===== src/rtl/mem_access_unit_pkg.sv =====
// Shared definitions for the MEM stage: memory instruction ids, decode helpers
// and the access FSM encoding.
package mem_access_unit_pkg;

    localparam logic [5:0] INSTR_LB  = 6'h20;
    localparam logic [5:0] INSTR_LH  = 6'h21;
    localparam logic [5:0] INSTR_LW  = 6'h22;
    localparam logic [5:0] INSTR_LBU = 6'h24;
    localparam logic [5:0] INSTR_LHU = 6'h25;
    localparam logic [5:0] INSTR_SB  = 6'h28;
    localparam logic [5:0] INSTR_SH  = 6'h29;
    localparam logic [5:0] INSTR_SW  = 6'h2A;

    typedef enum logic {
        ST_IDLE = 1'b0,
        ST_REQ  = 1'b1
    } mau_state_e;

    function automatic logic is_load(input logic [5:0] id);
        return (id == INSTR_LB) || (id == INSTR_LH) || (id == INSTR_LW) ||
               (id == INSTR_LBU) || (id == INSTR_LHU);
    endfunction

    function automatic logic is_store(input logic [5:0] id);
        return (id == INSTR_SB) || (id == INSTR_SH) || (id == INSTR_SW);
    endfunction

    function automatic logic is_misaligned(input logic [5:0] id, input logic [1:0] off);
        logic half, word;
        half = (id == INSTR_LH) || (id == INSTR_LHU) || (id == INSTR_SH);
        word = (id == INSTR_LW) || (id == INSTR_SW);
        return (half && off[0]) || (word && (off != 2'b00));
    endfunction

endpackage


===== src/rtl/mem_access_unit_lane.sv =====
// Byte-lane steering: store strobe/data replication and load lane extraction
// with sign or zero extension.
module mem_lane_align
    import mem_access_unit_pkg::*;
(
    input  logic [5:0]  st_id_i,
    input  logic [1:0]  st_off_i,
    input  logic [31:0] st_data_i,
    output logic [3:0]  st_strb_o,
    output logic [31:0] st_wdata_o,
    input  logic [5:0]  ld_id_i,
    input  logic [1:0]  ld_off_i,
    input  logic [31:0] ld_rdata_i,
    output logic [31:0] ld_data_o
);

    logic [7:0]  byte_sel;
    logic [15:0] half_sel;

    always_comb begin
        st_strb_o  = 4'b0000;
        st_wdata_o = st_data_i;
        case (st_id_i)
            INSTR_SB: begin
                st_strb_o  = 4'b0001 << st_off_i;
                st_wdata_o = {4{st_data_i[7:0]}};
            end
            INSTR_SH: begin
                st_strb_o  = 4'b0011 << {st_off_i[1], 1'b0};
                st_wdata_o = {2{st_data_i[15:0]}};
            end
            INSTR_SW: st_strb_o = 4'b1111;
            default: ;
        endcase
    end

    always_comb begin
        case (ld_off_i)
            2'd0:    byte_sel = ld_rdata_i[7:0];
            2'd1:    byte_sel = ld_rdata_i[15:8];
            2'd2:    byte_sel = ld_rdata_i[23:16];
            default: byte_sel = ld_rdata_i[31:24];
        endcase
        half_sel = ld_off_i[1] ? ld_rdata_i[31:16] : ld_rdata_i[15:0];
        case (ld_id_i)
            INSTR_LB:  ld_data_o = {{24{byte_sel[7]}}, byte_sel};
            INSTR_LBU: ld_data_o = {24'h000000, byte_sel};
            INSTR_LH:  ld_data_o = {{16{half_sel[15]}}, half_sel};
            INSTR_LHU: ld_data_o = {16'h0000, half_sel};
            default:   ld_data_o = ld_rdata_i;
        endcase
    end

endmodule


===== src/rtl/mem_access_unit.sv =====
// MEM stage: issues load/store over the req/ready data bus, stalls upstream
// while a request is outstanding and registers the MEM/WB result.
//   state   | meaning
//   ST_IDLE | accepting EX/MEM slot; non-memory ops and misaligned ops retire next edge
//   ST_REQ  | bus request held; waiting for dmem_ready or timeout
module mem_access_unit
    import mem_access_unit_pkg::*;
#(
    parameter int unsigned TIMEOUT_CYCLES = 255,
    parameter int unsigned CNT_W          = 16
) (
    input  logic        clk,
    input  logic        rst,
    input  logic        valid_in,
    input  logic [5:0]  instr_id_in,
    input  logic [31:0] pc_in,
    input  logic [31:0] mem_addr_in,
    input  logic [31:0] rs2_value_in,
    input  logic [31:0] exec_output_in,
    input  logic [4:0]  rd_addr_in,
    input  logic        rd_valid_in,
    output logic        dmem_req,
    output logic        dmem_we,
    output logic [31:0] dmem_addr,
    output logic [31:0] dmem_wdata,
    output logic [3:0]  dmem_wstrb,
    input  logic        dmem_ready,
    input  logic [31:0] dmem_rdata,
    output logic        stall_out,
    output logic        valid_out,
    output logic [31:0] pc_out,
    output logic [4:0]  rd_addr_out,
    output logic        rd_valid_out,
    output logic [31:0] wb_data_out,
    output logic        misalign_out,
    output logic        bus_err_out
);

    localparam logic [CNT_W-1:0] TO_LIM = CNT_W'(TIMEOUT_CYCLES);

    mau_state_e       state_q, state_d;
    logic [CNT_W-1:0] cnt_q, cnt_d;
    logic             mem_op, misal, timeout;
    logic [3:0]       st_strb;
    logic [31:0]      st_wdata, ld_data;

    logic        req_q, req_d, we_q, we_d;
    logic [31:0] addr_q, addr_d, wdata_q, wdata_d;
    logic [3:0]  wstrb_q, wstrb_d;
    logic [5:0]  ld_id_q, ld_id_d;
    logic [1:0]  off_q, off_d;
    logic        rdv_lat_q, rdv_lat_d;
    logic        valid_q, valid_d, rdv_q, rdv_d, misal_q, misal_d, err_q, err_d;
    logic [31:0] pc_q, pc_d, wb_q, wb_d;
    logic [4:0]  rd_q, rd_d;

    mem_lane_align u_lane (
        .st_id_i    (instr_id_in),
        .st_off_i   (mem_addr_in[1:0]),
        .st_data_i  (rs2_value_in),
        .st_strb_o  (st_strb),
        .st_wdata_o (st_wdata),
        .ld_id_i    (ld_id_q),
        .ld_off_i   (off_q),
        .ld_rdata_i (dmem_rdata),
        .ld_data_o  (ld_data)
    );

    assign mem_op  = valid_in && (is_load(instr_id_in) || is_store(instr_id_in));
    assign misal   = is_misaligned(instr_id_in, mem_addr_in[1:0]);
    // Fires in the cycle whose missing ready would bring the count to the limit.
    assign timeout = (TIMEOUT_CYCLES != 0) && !dmem_ready && ((cnt_q + CNT_W'(1)) == TO_LIM);

    always_ff @(posedge clk or posedge rst) begin
        if (rst) begin
            state_q <= ST_IDLE;
            cnt_q   <= '0;
        end else begin
            state_q <= state_d;
            cnt_q   <= cnt_d;
        end
    end

    always_comb begin
        state_d = state_q;
        case (state_q)
            ST_IDLE: if (mem_op && !misal) state_d = ST_REQ;
            ST_REQ:  if (dmem_ready || timeout) state_d = ST_IDLE;
            default: state_d = ST_IDLE;
        endcase
        cnt_d = (state_q == ST_REQ && state_d == ST_REQ) ? cnt_q + CNT_W'(1) : '0;
    end

    always_comb begin
        stall_out = 1'b0;
        req_d     = req_q;
        we_d      = we_q;
        addr_d    = addr_q;
        wdata_d   = wdata_q;
        wstrb_d   = wstrb_q;
        ld_id_d   = ld_id_q;
        off_d     = off_q;
        rdv_lat_d = rdv_lat_q;
        pc_d      = pc_q;
        rd_d      = rd_q;
        wb_d      = wb_q;
        valid_d   = 1'b0;
        rdv_d     = 1'b0;
        misal_d   = 1'b0;
        err_d     = 1'b0;
        case (state_q)
            ST_IDLE: begin
                stall_out = mem_op && !misal;
                if (valid_in) begin
                    pc_d = pc_in;
                    rd_d = rd_addr_in;
                    if (mem_op && misal) begin
                        valid_d = 1'b1;
                        misal_d = 1'b1;
                    end else if (mem_op) begin
                        req_d     = 1'b1;
                        we_d      = is_store(instr_id_in);
                        addr_d    = {mem_addr_in[31:2], 2'b00};
                        wdata_d   = st_wdata;
                        wstrb_d   = st_strb;
                        ld_id_d   = instr_id_in;
                        off_d     = mem_addr_in[1:0];
                        rdv_lat_d = rd_valid_in;
                    end else begin
                        valid_d = 1'b1;
                        wb_d    = exec_output_in;
                        rdv_d   = rd_valid_in;
                    end
                end
            end
            ST_REQ: begin
                stall_out = !dmem_ready && !timeout;
                if (dmem_ready) begin
                    req_d   = 1'b0;
                    valid_d = 1'b1;
                    if (!we_q) begin
                        rdv_d = rdv_lat_q;
                        wb_d  = ld_data;
                    end
                end else if (timeout) begin
                    req_d   = 1'b0;
                    valid_d = 1'b1;
                    err_d   = 1'b1;
                end
            end
            default: ;
        endcase
    end

    always_ff @(posedge clk or posedge rst) begin
        if (rst) begin
            req_q     <= 1'b0;
            we_q      <= 1'b0;
            addr_q    <= '0;
            wdata_q   <= '0;
            wstrb_q   <= '0;
            ld_id_q   <= '0;
            off_q     <= '0;
            rdv_lat_q <= 1'b0;
            valid_q   <= 1'b0;
            rdv_q     <= 1'b0;
            misal_q   <= 1'b0;
            err_q     <= 1'b0;
            pc_q      <= '0;
            rd_q      <= '0;
            wb_q      <= '0;
        end else begin
            req_q     <= req_d;
            we_q      <= we_d;
            addr_q    <= addr_d;
            wdata_q   <= wdata_d;
            wstrb_q   <= wstrb_d;
            ld_id_q   <= ld_id_d;
            off_q     <= off_d;
            rdv_lat_q <= rdv_lat_d;
            valid_q   <= valid_d;
            rdv_q     <= rdv_d;
            misal_q   <= misal_d;
            err_q     <= err_d;
            pc_q      <= pc_d;
            rd_q      <= rd_d;
            wb_q      <= wb_d;
        end
    end

    assign dmem_req     = req_q;
    assign dmem_we      = we_q;
    assign dmem_addr    = addr_q;
    assign dmem_wdata   = wdata_q;
    assign dmem_wstrb   = wstrb_q;
    assign valid_out    = valid_q;
    assign pc_out       = pc_q;
    assign rd_addr_out  = rd_q;
    assign rd_valid_out = rdv_q;
    assign wb_data_out  = wb_q;
    assign misalign_out = misal_q;
    assign bus_err_out  = err_q;

endmodule


===== config.mk =====
export PLATFORM = sky130hd
export DESIGN_NAME = mem_access_unit
export DESIGN_NICKNAME = d
export VERILOG_FILES = /design/src/rtl/mem_access_unit_pkg.sv /design/src/rtl/mem_access_unit_lane.sv /design/src/rtl/mem_access_unit.sv
export SDC_FILE = /design/constraint.sdc
export NUM_CORES = 1
export LEC_CHECK = 0
export BUFFER_PORTS_ARGS = -buffer_cell sky130_fd_sc_hd__buf_2
export CORE_MARGIN = 2
export CORE_UTILIZATION = 38
export DETAILED_ROUTE_END_ITERATION = 8
export MAX_ROUTING_LAYER = met4
export PLACE_DENSITY = 0.76
export SLEW_MARGIN = 10
export SYNTH_ARGS = -nofsm -noshare
export SYNTH_HDL_FRONTEND = slang
export SYNTH_SLANG_ARGS = --single-unit

===== constraint.sdc =====
create_clock -name clk -period 16.1 [get_ports clk]
set_input_delay 2.415 -clock clk [delete_from_list [all_inputs] [get_ports clk]]
set_output_delay 2.415 -clock clk [all_outputs]
set_load 0.005 [all_outputs]

Yosys cells after proc, flatten, opt, wreduce, memory -nomap -nowiden
Index checks and enable logic that the tools add are counted.

cells by class
  mux-type cells = 39
  equality and inequality tests = 22
  shift-type cells = 2
  reductions and logical operators = 29
  bitwise logic cells = 2
  add/subtract/negate cells = 1

operator list
  cell                                                               number
  32-bit 2-to-1 mux                                                  5
  32-bit one-hot mux with 2 select lines                             2
  32-bit one-hot mux with 4 select lines                             1
  6-bit == test, second input constant                               12
  16-bit 2-to-1 mux                                                  2
  8-bit one-hot mux with 3 select lines                              1
  1-bit 2-to-1 mux                                                   22
  16-bit by 1-bit adder with 16-bit output, second input constant    1
  16-bit by 8-bit == test with 1-bit output, second input constant   1
  1-bit logical OR                                                   12
  2-bit != test, second input constant                               6
  4-bit one-hot mux with 3 select lines                              1
  1-bit one-hot mux with 2 select lines                              5
  1-bit logical AND                                                  8
  4-bit AND reduction                                                2
  5-bit AND reduction                                                1
  1-bit by 2-bit left shift with 4-bit output, first input constant  1
  2-bit by 2-bit left shift with 4-bit output, first input constant  1
  1-bit logical NOT                                                  3
  3-bit by 2-bit != test with 1-bit output, second input constant    1
  2-bit by 1-bit == test with 1-bit output, second input constant    1
  2-bit == test, second input constant                               1
  2-bit logical NOT                                                  1
  1-bit NOT                                                          2
  2 further kinds                                                    2

storage, ports and cells
  output and inout bits = 144
  word-level logic and storage cells = 112
  register bits = 167
  input port bits = 176

Longest topological paths before layout
Gate-level depths: netlist of run 1.

  word-level depth = 12
  mapped depth = 10
  depth with buffers taken out = 7

By module
A second synthesis of run 1 with hierarchy kept.

second synthesis, totals
  cell total of the unflattened synthesis = 698
  area, all modules = 8379.3 µm²

modules (own cells, without submodules)
  module           area an instance (µm²)  instances  cells each
  mem_access_unit  6949.2                  1          523
  mem_lane_align   1430.1                  1          175

Worst setup path before layout of run 1
Ideal clock, no wire load.

  path type = input-to-output
  from = input port instr_id_in[0]
  to = output port stall_out
  buffers on the path = 4
  arrival time = 3.681 ns
  data required time = 13.685 ns
  stages on the path = 9
  slack = 10.004 ns
  cells stage by stage = buf_2 -> nor3b_1 -> o21ai_0 -> nand2_1 -> or3_1 -> clkbuf_1 -> buf_2 -> buf_2 -> nand2_1

between the ends
  word-level cells in the longest chain between the ends = 9
  elaborated cells on any way between the ends = 25
  classes of those cells = eq/ne (8); mux (1); reduce/logical (16)

RTL lines
  element                                  line                                                  text
  start, declared                          mem_access_unit.sv:15                                 input logic [5:0] instr_id_in,
  6-bit == test, on equally long branches  mem_access_unit_pkg.sv:20, mem_access_unit_pkg.sv:30
  1-bit logical OR (3 in series)           mem_access_unit_pkg.sv:20                             return (id == INSTR_LB) || (id == INSTR_LH) || (id == INSTR_LW) ||
  1-bit logical OR                         mem_access_unit_pkg.sv:21                             (id == INSTR_LBU) || (id == INSTR_LHU);
  1-bit logical OR                         mem_access_unit.sv:69                                 assign mem_op = valid_in && (is_load(instr_id_in) || is_store(instr_id_in));
  1-bit logical AND                        mem_access_unit.sv:69
  1-bit logical AND *                      mem_access_unit.sv:113                                stall_out = mem_op && !misal;
  1-bit one-hot mux with 2 select lines *  mem_access_unit.sv:111                                case (state_q)
  end, declared                            mem_access_unit.sv:29                                 output logic stall_out,

Mark *: on every way between the ends. The rest lies on a longest branch, timed or not.

Final worst setup path of run 1
  from = input port instr_id_in[4]
  to = output port stall_out

Same word-level chain as after synthesis.

==> flow_metrics.py, run 1 <==
metrics = {
    "status": {
        "status": "finished, final reports clean",
    },
    "synthesis": {
        "synth_top_cell_area_share": 0.5225,
        "synth_cell_type_count": 62,
        "synth-edff-count": 0,
        "netlist_area_um2": 7998,
        "synthCells": 807,
        "yosysTopAreaCell": "dfrtp_1",
        "seq_area_frac_synth": 0.5225,
        "synthFlopType": "dfrtp_1",
        "yosys_register_bits": 167,
        "synth.area.top_cells": "dfrtp_1 (52%), nand2_1 (8.8%), mux2_2 (6.3%)",
        "async_reset_ff_frac": 1.000,
        "synth_warnings": 0,
        "avgSynthCellArea_um2": 9.910,
    },
    "drt": {
        "route.detailed.wl_per_inst_um": 17.26,
        "drc": 0,
        "wirelength_mm": 23.90,
        "routed_via_density": 5.075,
        "drt_iter0_drc": 379,
        "dr.pass1.iters": 5,
        "route.vias.total": 7029,
        "ant_nets": 0,
    },
    "clock_tree": {
        "cts_buffers": 17,
        "cts_setup_buffers": 0,
        "cts_tree": "done",
        "clockRootBuffer": "clkbuf_16",
        "ctsHoldBuffers": 0,
        "clk_path_buf_depth": 2,
        "clkTransAtPathRegs_ns": 0.07,
        "cts_num_sinks": 167,
        "htree_num_levels": 4,
        "clk_latency_ns": 0.43,
        "ctsResizeCount": 0,
    },
    "worst_hold_path": {
        "min-delay-path-class": "reg2reg",
    },
    "power_and_ir_drop": {
        "power_leakage_nw": 5.225,
        "ir_drop_uv": 62.35,
        "power_mw": 1.229,
        "powerDensity_nw_per_um2": 118.5,
    },
    "final_layout": {
        "fillers": 1928,
        "syn_to_final_growth_pct": 29.63,
        "layout-drive-gt1-share": 0.3940,
        "layout.nets": 1274,
    },
    "timing": {
        "finalSetupViolations": 0,
        "hold_ws_ns": 0.4719,
        "slew_headroom": 0.3172,
        "hold_viol": 0,
        "fin_crit_sh": 0.3843,
        "setup_slack_ns": 9.913,
        "tightest_slew_ns": 1.024,
        "period_needed_ns": 6.187,
        "fin_skew_ns": 0.01494,
        "fmax_ghz": 0.1616,
        "grt_setup_unrepaired": "no",
        "drv_slew": 0,
        "fin_tns_setup_ns": 0,
    },
    "global_route": {
        "grt_pass1_vias": 6837,
        "grt_max_degree": 102,
        "grt_overflow": 0,
        "grt_pass1_wl_mm": 36.05,
        "antenna_found_initial": 1,
        "grt.total_usage": 0.2151,
    },
    "placed_design": {
        "place_congestion": 0.8280,
        "io_buffers": 317,
        "dp_hpwl_mm": 17.30,
        "dp_slack_ns": 9.857,
    },
    "worst_setup_path": {
        "setup.worst_path.class": "in2out",
        "worst_setup_path_end_kind": "primary output",
        "crit_path_top_delay_cell": "or3_4",
        "path_max_fanout": 7,
        "worstPathCellList": "buf_2 -> nor2b_1 -> o21ai_1 -> or3_4 -> nand2_1 -> buf_2",
        "cp.arrival_ns": 3.77,
        "required_ns": 13.69,
        "cpMostUsedCell": "buf_2",
        "critPathMaxStageDelay_ns": 0.44,
        "startpoint_type": "primary input",
    },
    "floorplan": {
        "rows": 53,
        "io_pins": 320,
        "fp.dieW_um": 149.1,
        "initial_core_util": 0.3841,
        "die_area_um2": 22220,
        "core_area_um2": 20820,
        "chipHeight_um": 149.1,
    },
    "flow_run": {
        "cap_violations": 0,
    },
}
[flip-flops by register name (all words and copies together) (netlist names)]
| signal | cells |
|---|---|
| rdv_lat_q | 1 |
| state_q | 1 |
| dmem_wdata | 32 |
| wb_data_out | 32 |
| ld_id_q | 6 |
| valid_out | 1 |
| cnt_q | 16 |
| bus_err_out | 1 |
| dmem_wstrb | 4 |
| off_q | 2 |
| dmem_addr | 30 |
| rd_valid_out | 1 |
| dmem_we | 1 |
| misalign_out | 1 |
| pc_out | 32 |
| dmem_req | 1 |
| rd_addr_out | 5 |
[cells in the mapped netlist, types with 2 or more instances]
cell and number:
nand3_1 14, o31ai_1 6, a21oi_1 42, clkbuf_1 32, xor2_1 4, buf_4 3
inv_1 13, nand2_2 2, mux2i_1 35, a21o_1 2, nor4_1 2, or3_1 5
o21ai_0 70, and3_1 3, buf_1 5, nor2b_1 6, nand2_1 188, ha_1 2
nand3b_1 8, o21ai_1 6, nor2_1 50, o22ai_1 8, nand2b_1 4, nor3_1 3
mux4_2 8, buf_2 16, mux2_2 45, a221o_1 7, dfrtp_1 167, o31ai_2 10
nand4_1 4, xnor2_1 7
[worst max-delay path, delay by kind of cell]
kind / cells / cell delay [ns]
compound gates: 1 / 0.26
simple gates: 3 / 0.87
buf+inv: 2 / 0.22
[layer usage]
metal,part of all wire,up-vias,track usage
met2,0.49,292,0.3498
li1,-,3354,-
met5,0,-,-
met1,0.42,3355,0.2632
met4,0.025,0,0.07810
met3,0.069,28,0.04985
[where the power goes]
group          internal (mW)  switching, mW  leakage [nW]
registers              0.493         0.0466          2.08
logic                  0.137          0.147          2.86
clock network          0.208          0.197         0.284
[layout by cell type (no fill, tap or decap), types with 8 or more instances in the layout]
cell / synthesis / final
a21oi_1: 42 / 41
buf_2: 16 / 317
buf_4: 3 / 8
clkbuf_16: 0 / 17
dfrtp_1: 167 / 167
inv_1: 13 / 12
mux2_2: 45 / 45
mux2i_1: 35 / 35
mux4_2: 8 / 8
nand2_1: 188 / 188
nand3_1: 14 / 14
nand3b_1: 8 / 8
nor2_1: 50 / 50
o21ai_0: 70 / 70
o22ai_1: 8 / 8
o31ai_2: 10 / 10
[logic make-up after synthesis]
kind of cell             Yosys count  synth area share
multiplexers                      88            0.1297
flip-flops                       167            0.5225
other                              1         0.0004689
XOR/XNOR                          11           0.01205
AND/OR/NAND/NOR                  301            0.1638
buffers and inverters             69           0.03630
adder cells (fa/ha/maj)            2          0.003128
AO/OA/AOI/OAI                    168            0.1320
[per-stage QoR]
| stage | util | area, um^2 | cells |
|---|---|---|---|
| 2_1_floorplan | - | 8001 | 808 |
| 3_3_place_gp | 0.4698 | 9783 | 1352 |
| 3_5_place_dp | 0.4698 | 9783 | 1352 |
| 4_1_cts | 0.4978 | 10360 | 1384 |
| 5_1_grt | 0.4979 | 10370 | 1385 |
| 6_report | 0.4979 | 10370 | 1385 |
[area by class of cell]
cell class	instances	area (um^2)	area share
Timing Repair Buffer	325	1647	0.1588
Clock buffer	17	425.4	0.04103
Antenna cell	1	2.502	0.0002414
Clock inverter	15	156.4	0.01509
Inverter	13	53.80	0.005189
Multi-Input combinational cell	572	3560	0.3434
Tap cell	275	344.1	0.03319
Sequential cell	167	4179	0.4031
[worst paths after layout]
path	startpoint	endpoint	slack, ns	depth (start not counted)
worst max register to register	ld_id_q[1]$_DFFE_PP0P_	wb_data_out[23]$_DFFE_PP0P_	13.49	6
worst min-delay path	pc_out[13]$_DFFE_PP0P_	pc_out[13]$_DFFE_PP0P_	0.47	2
max in group asynchronous	rst	pc_out[3]$_DFFE_PP0P_	12.51	3
worst min register to register	pc_out[13]$_DFFE_PP0P_	pc_out[13]$_DFFE_PP0P_	0.47	2
min in group asynchronous	rst	dmem_wdata[5]$_DFFE_PP0P_	2.12	2
worst max-delay path	instr_id_in[4]	stall_out	9.91	6
Power figures use the tool's default switching activity.
==> inputs of run 2 (changes only) <==
--- a/config.mk
+++ b/config.mk
@@ -10,7 +10,7 @@
 export CORE_UTILIZATION = 38
 export DETAILED_ROUTE_END_ITERATION = 8
 export MAX_ROUTING_LAYER = met4
-export PLACE_DENSITY = 0.76
+export PLACE_DENSITY = 0.79
 export SLEW_MARGIN = 10
 export SYNTH_ARGS = -nofsm -noshare
 export SYNTH_HDL_FRONTEND = slang
==> constraint.sdc (replaced) <==
create_clock -name clk -period 4.95 [get_ports clk]
set_input_delay 0.7425 -clock clk [delete_from_list [all_inputs] [get_ports clk]]
set_output_delay 0.7425 -clock clk [all_outputs]
set_load 0.005 [all_outputs]
==> flow_metrics.py, run 2 (synthesis gave the netlist of run 1 again) <==
metrics = {
    "status": {
        "status": "finished, final reports clean",
    },
    "drt": {
        "drc": 0,
        "drt_iter0_drc": 338,
        "routed_via_density": 5.082,
        "dr.pass1.iters": 4,
        "route.detailed.wl_per_inst_um": 16.97,
        "ant_nets": 0,
        "wirelength_mm": 23.51,
        "route.vias.total": 7039,
    },
    "placed_design": {
        "place_congestion": 0.8585,
        "dp_hpwl_mm": 17.41,
        "io_buffers": 317,
        "dp_slack_ns": 1.630,
    },
    "global_route": {
        "grt_pass1_vias": 6944,
        "grt_pass1_wl_mm": 35.98,
        "grt.total_usage": 0.2144,
        "antenna_found_initial": 0,
        "grt_overflow": 0,
        "grt_max_degree": 90,
    },
    "timing": {
        "fin_tns_setup_ns": 0,
        "period_needed_ns": 3.540,
        "fin_skew_ns": 0.009747,
        "drv_slew": 0,
        "tightest_slew_ns": 1.181,
        "grt_setup_unrepaired": "no",
        "setup_slack_ns": 1.410,
        "fmax_ghz": 0.2825,
        "slew_headroom": 0.2106,
        "hold_viol": 0,
        "finalSetupViolations": 0,
        "fin_crit_sh": 0.7151,
    },
    "final_layout": {
        "final_common_cell": "buf_2",
        "syn_to_final_growth_pct": 29.96,
        "diodes": 0,
        "final_cell_mix": "buf_2 (317), nand2_1 (188), dfrtp_1 (167)",
        "layout.nets": 1275,
        "layout-drive-gt1-share": 0.3946,
        "fin_util": 0.4992,
    },
    "floorplan": {
        "chipHeight_um": 149.1,
        "core_area_um2": 20820,
        "rows": 53,
        "die_area_um2": 22220,
        "initial_core_util": 0.3841,
        "fp.dieW_um": 149.1,
        "io_pins": 320,
    },
    "worst_setup_path": {
        "path_max_fanout": 11,
        "required_ns": 4.21,
        "setup.worst_path.class": "reg2out",
        "startpoint_type": "flip-flop",
        "cp.arrival_ns": 2.80,
        "worst_setup_path_end_kind": "primary output",
    },
    "power_and_ir_drop": {
        "powerDensity_nw_per_um2": 384.1,
        "power_leakage_nw": 5.227,
        "ir_drop_uv": 212.9,
    },
    "flow_run": {
        "cap_violations": 0,
    },
    "worst_hold_path": {
        "min-delay-path-class": "reg2reg",
    },
    "clock_tree": {
        "ctsHoldBuffers": 0,
        "clk_latency_ns": 0.42,
        "cts_buffers": 17,
        "cts_num_sinks": 167,
        "clk_path_buf_depth": 2,
        "htree_num_levels": 4,
        "cts_tree": "done",
        "clkTransAtPathRegs_ns": 0.07,
        "cts_setup_buffers": 0,
        "clockRootBuffer": "clkbuf_16",
        "ctsResizeCount": 0,
    },
}
[run 2: final cells by class]
type / instances / area (um^2)
inverter: 13 / 52.55
clock inverter: 15 / 166.4
timing repair buffer: 326 / 1667
multi-input combinational: 572 / 3560
fill: 1958 / 10430
sequential: 167 / 4179
tap: 275 / 344.1
clock buffer: 17 / 425.4
[run 2: where the power goes]
group	leakage (nW)	switching, mW	internal, mW
clock	0.281	0.636	0.675
combinational	2.87	0.477	0.446
sequential	2.08	0.153	1.60
total	5.23	1.27	2.73
[run 2: layer usage]
layer / global-route usage / share of wire
met5: - / 0
met2: 0.3477 / 0.48
met1: 0.2606 / 0.42
met3: 0.04618 / 0.063
met4: 0.09000 / 0.034
[run 2: per-stage QoR]
stage                     std cells  total power, mW  hold WS (ns)  instance area [um^2]
after floorplan                 808            2.254        0.4398                  8005
after global placement         1353            2.672        0.4530                  9802
after detailed placement       1353            2.712        0.4563                  9802
after CTS                      1385            4.037        0.4737                 10390
after global routing           1385            4.221        0.4880                 10390
final                          1385            3.992        0.4717                 10390
[run 2: path summary, 6_finish.rpt]
path / startpoint / to / slack [ns] / cells after the start
max: cnt_q[3]$_DFF_PP0_ / stall_out / 1.41 / 7
min: pc_out[18]$_DFFE_PP0P_ / pc_out[18]$_DFFE_PP0P_ / 0.47 / 2
max reg2reg: state_q$_DFF_PP0_ / dmem_wdata[4]$_DFFE_PP0P_ / 2.28 / 5
min reg2reg: pc_out[18]$_DFFE_PP0P_ / pc_out[18]$_DFFE_PP0P_ / 0.47 / 2
max in group asynchronous: rst / wb_data_out[4]$_DFFE_PP0P_ / 3.41 / 3
min in group asynchronous: rst / dmem_addr[5]$_DFFE_PP0P_ / 0.50 / 2
[run 2: worst max-delay path: stages (launching register included)]
cell,delay (ns)
dfrtp_1,0.43
nand4_1,0.36
nor3_1,0.50
mux2i_1,0.34
nand4_2,0.19
o21bai_4,0.29
nand2_1,0.10
buf_2,0.16
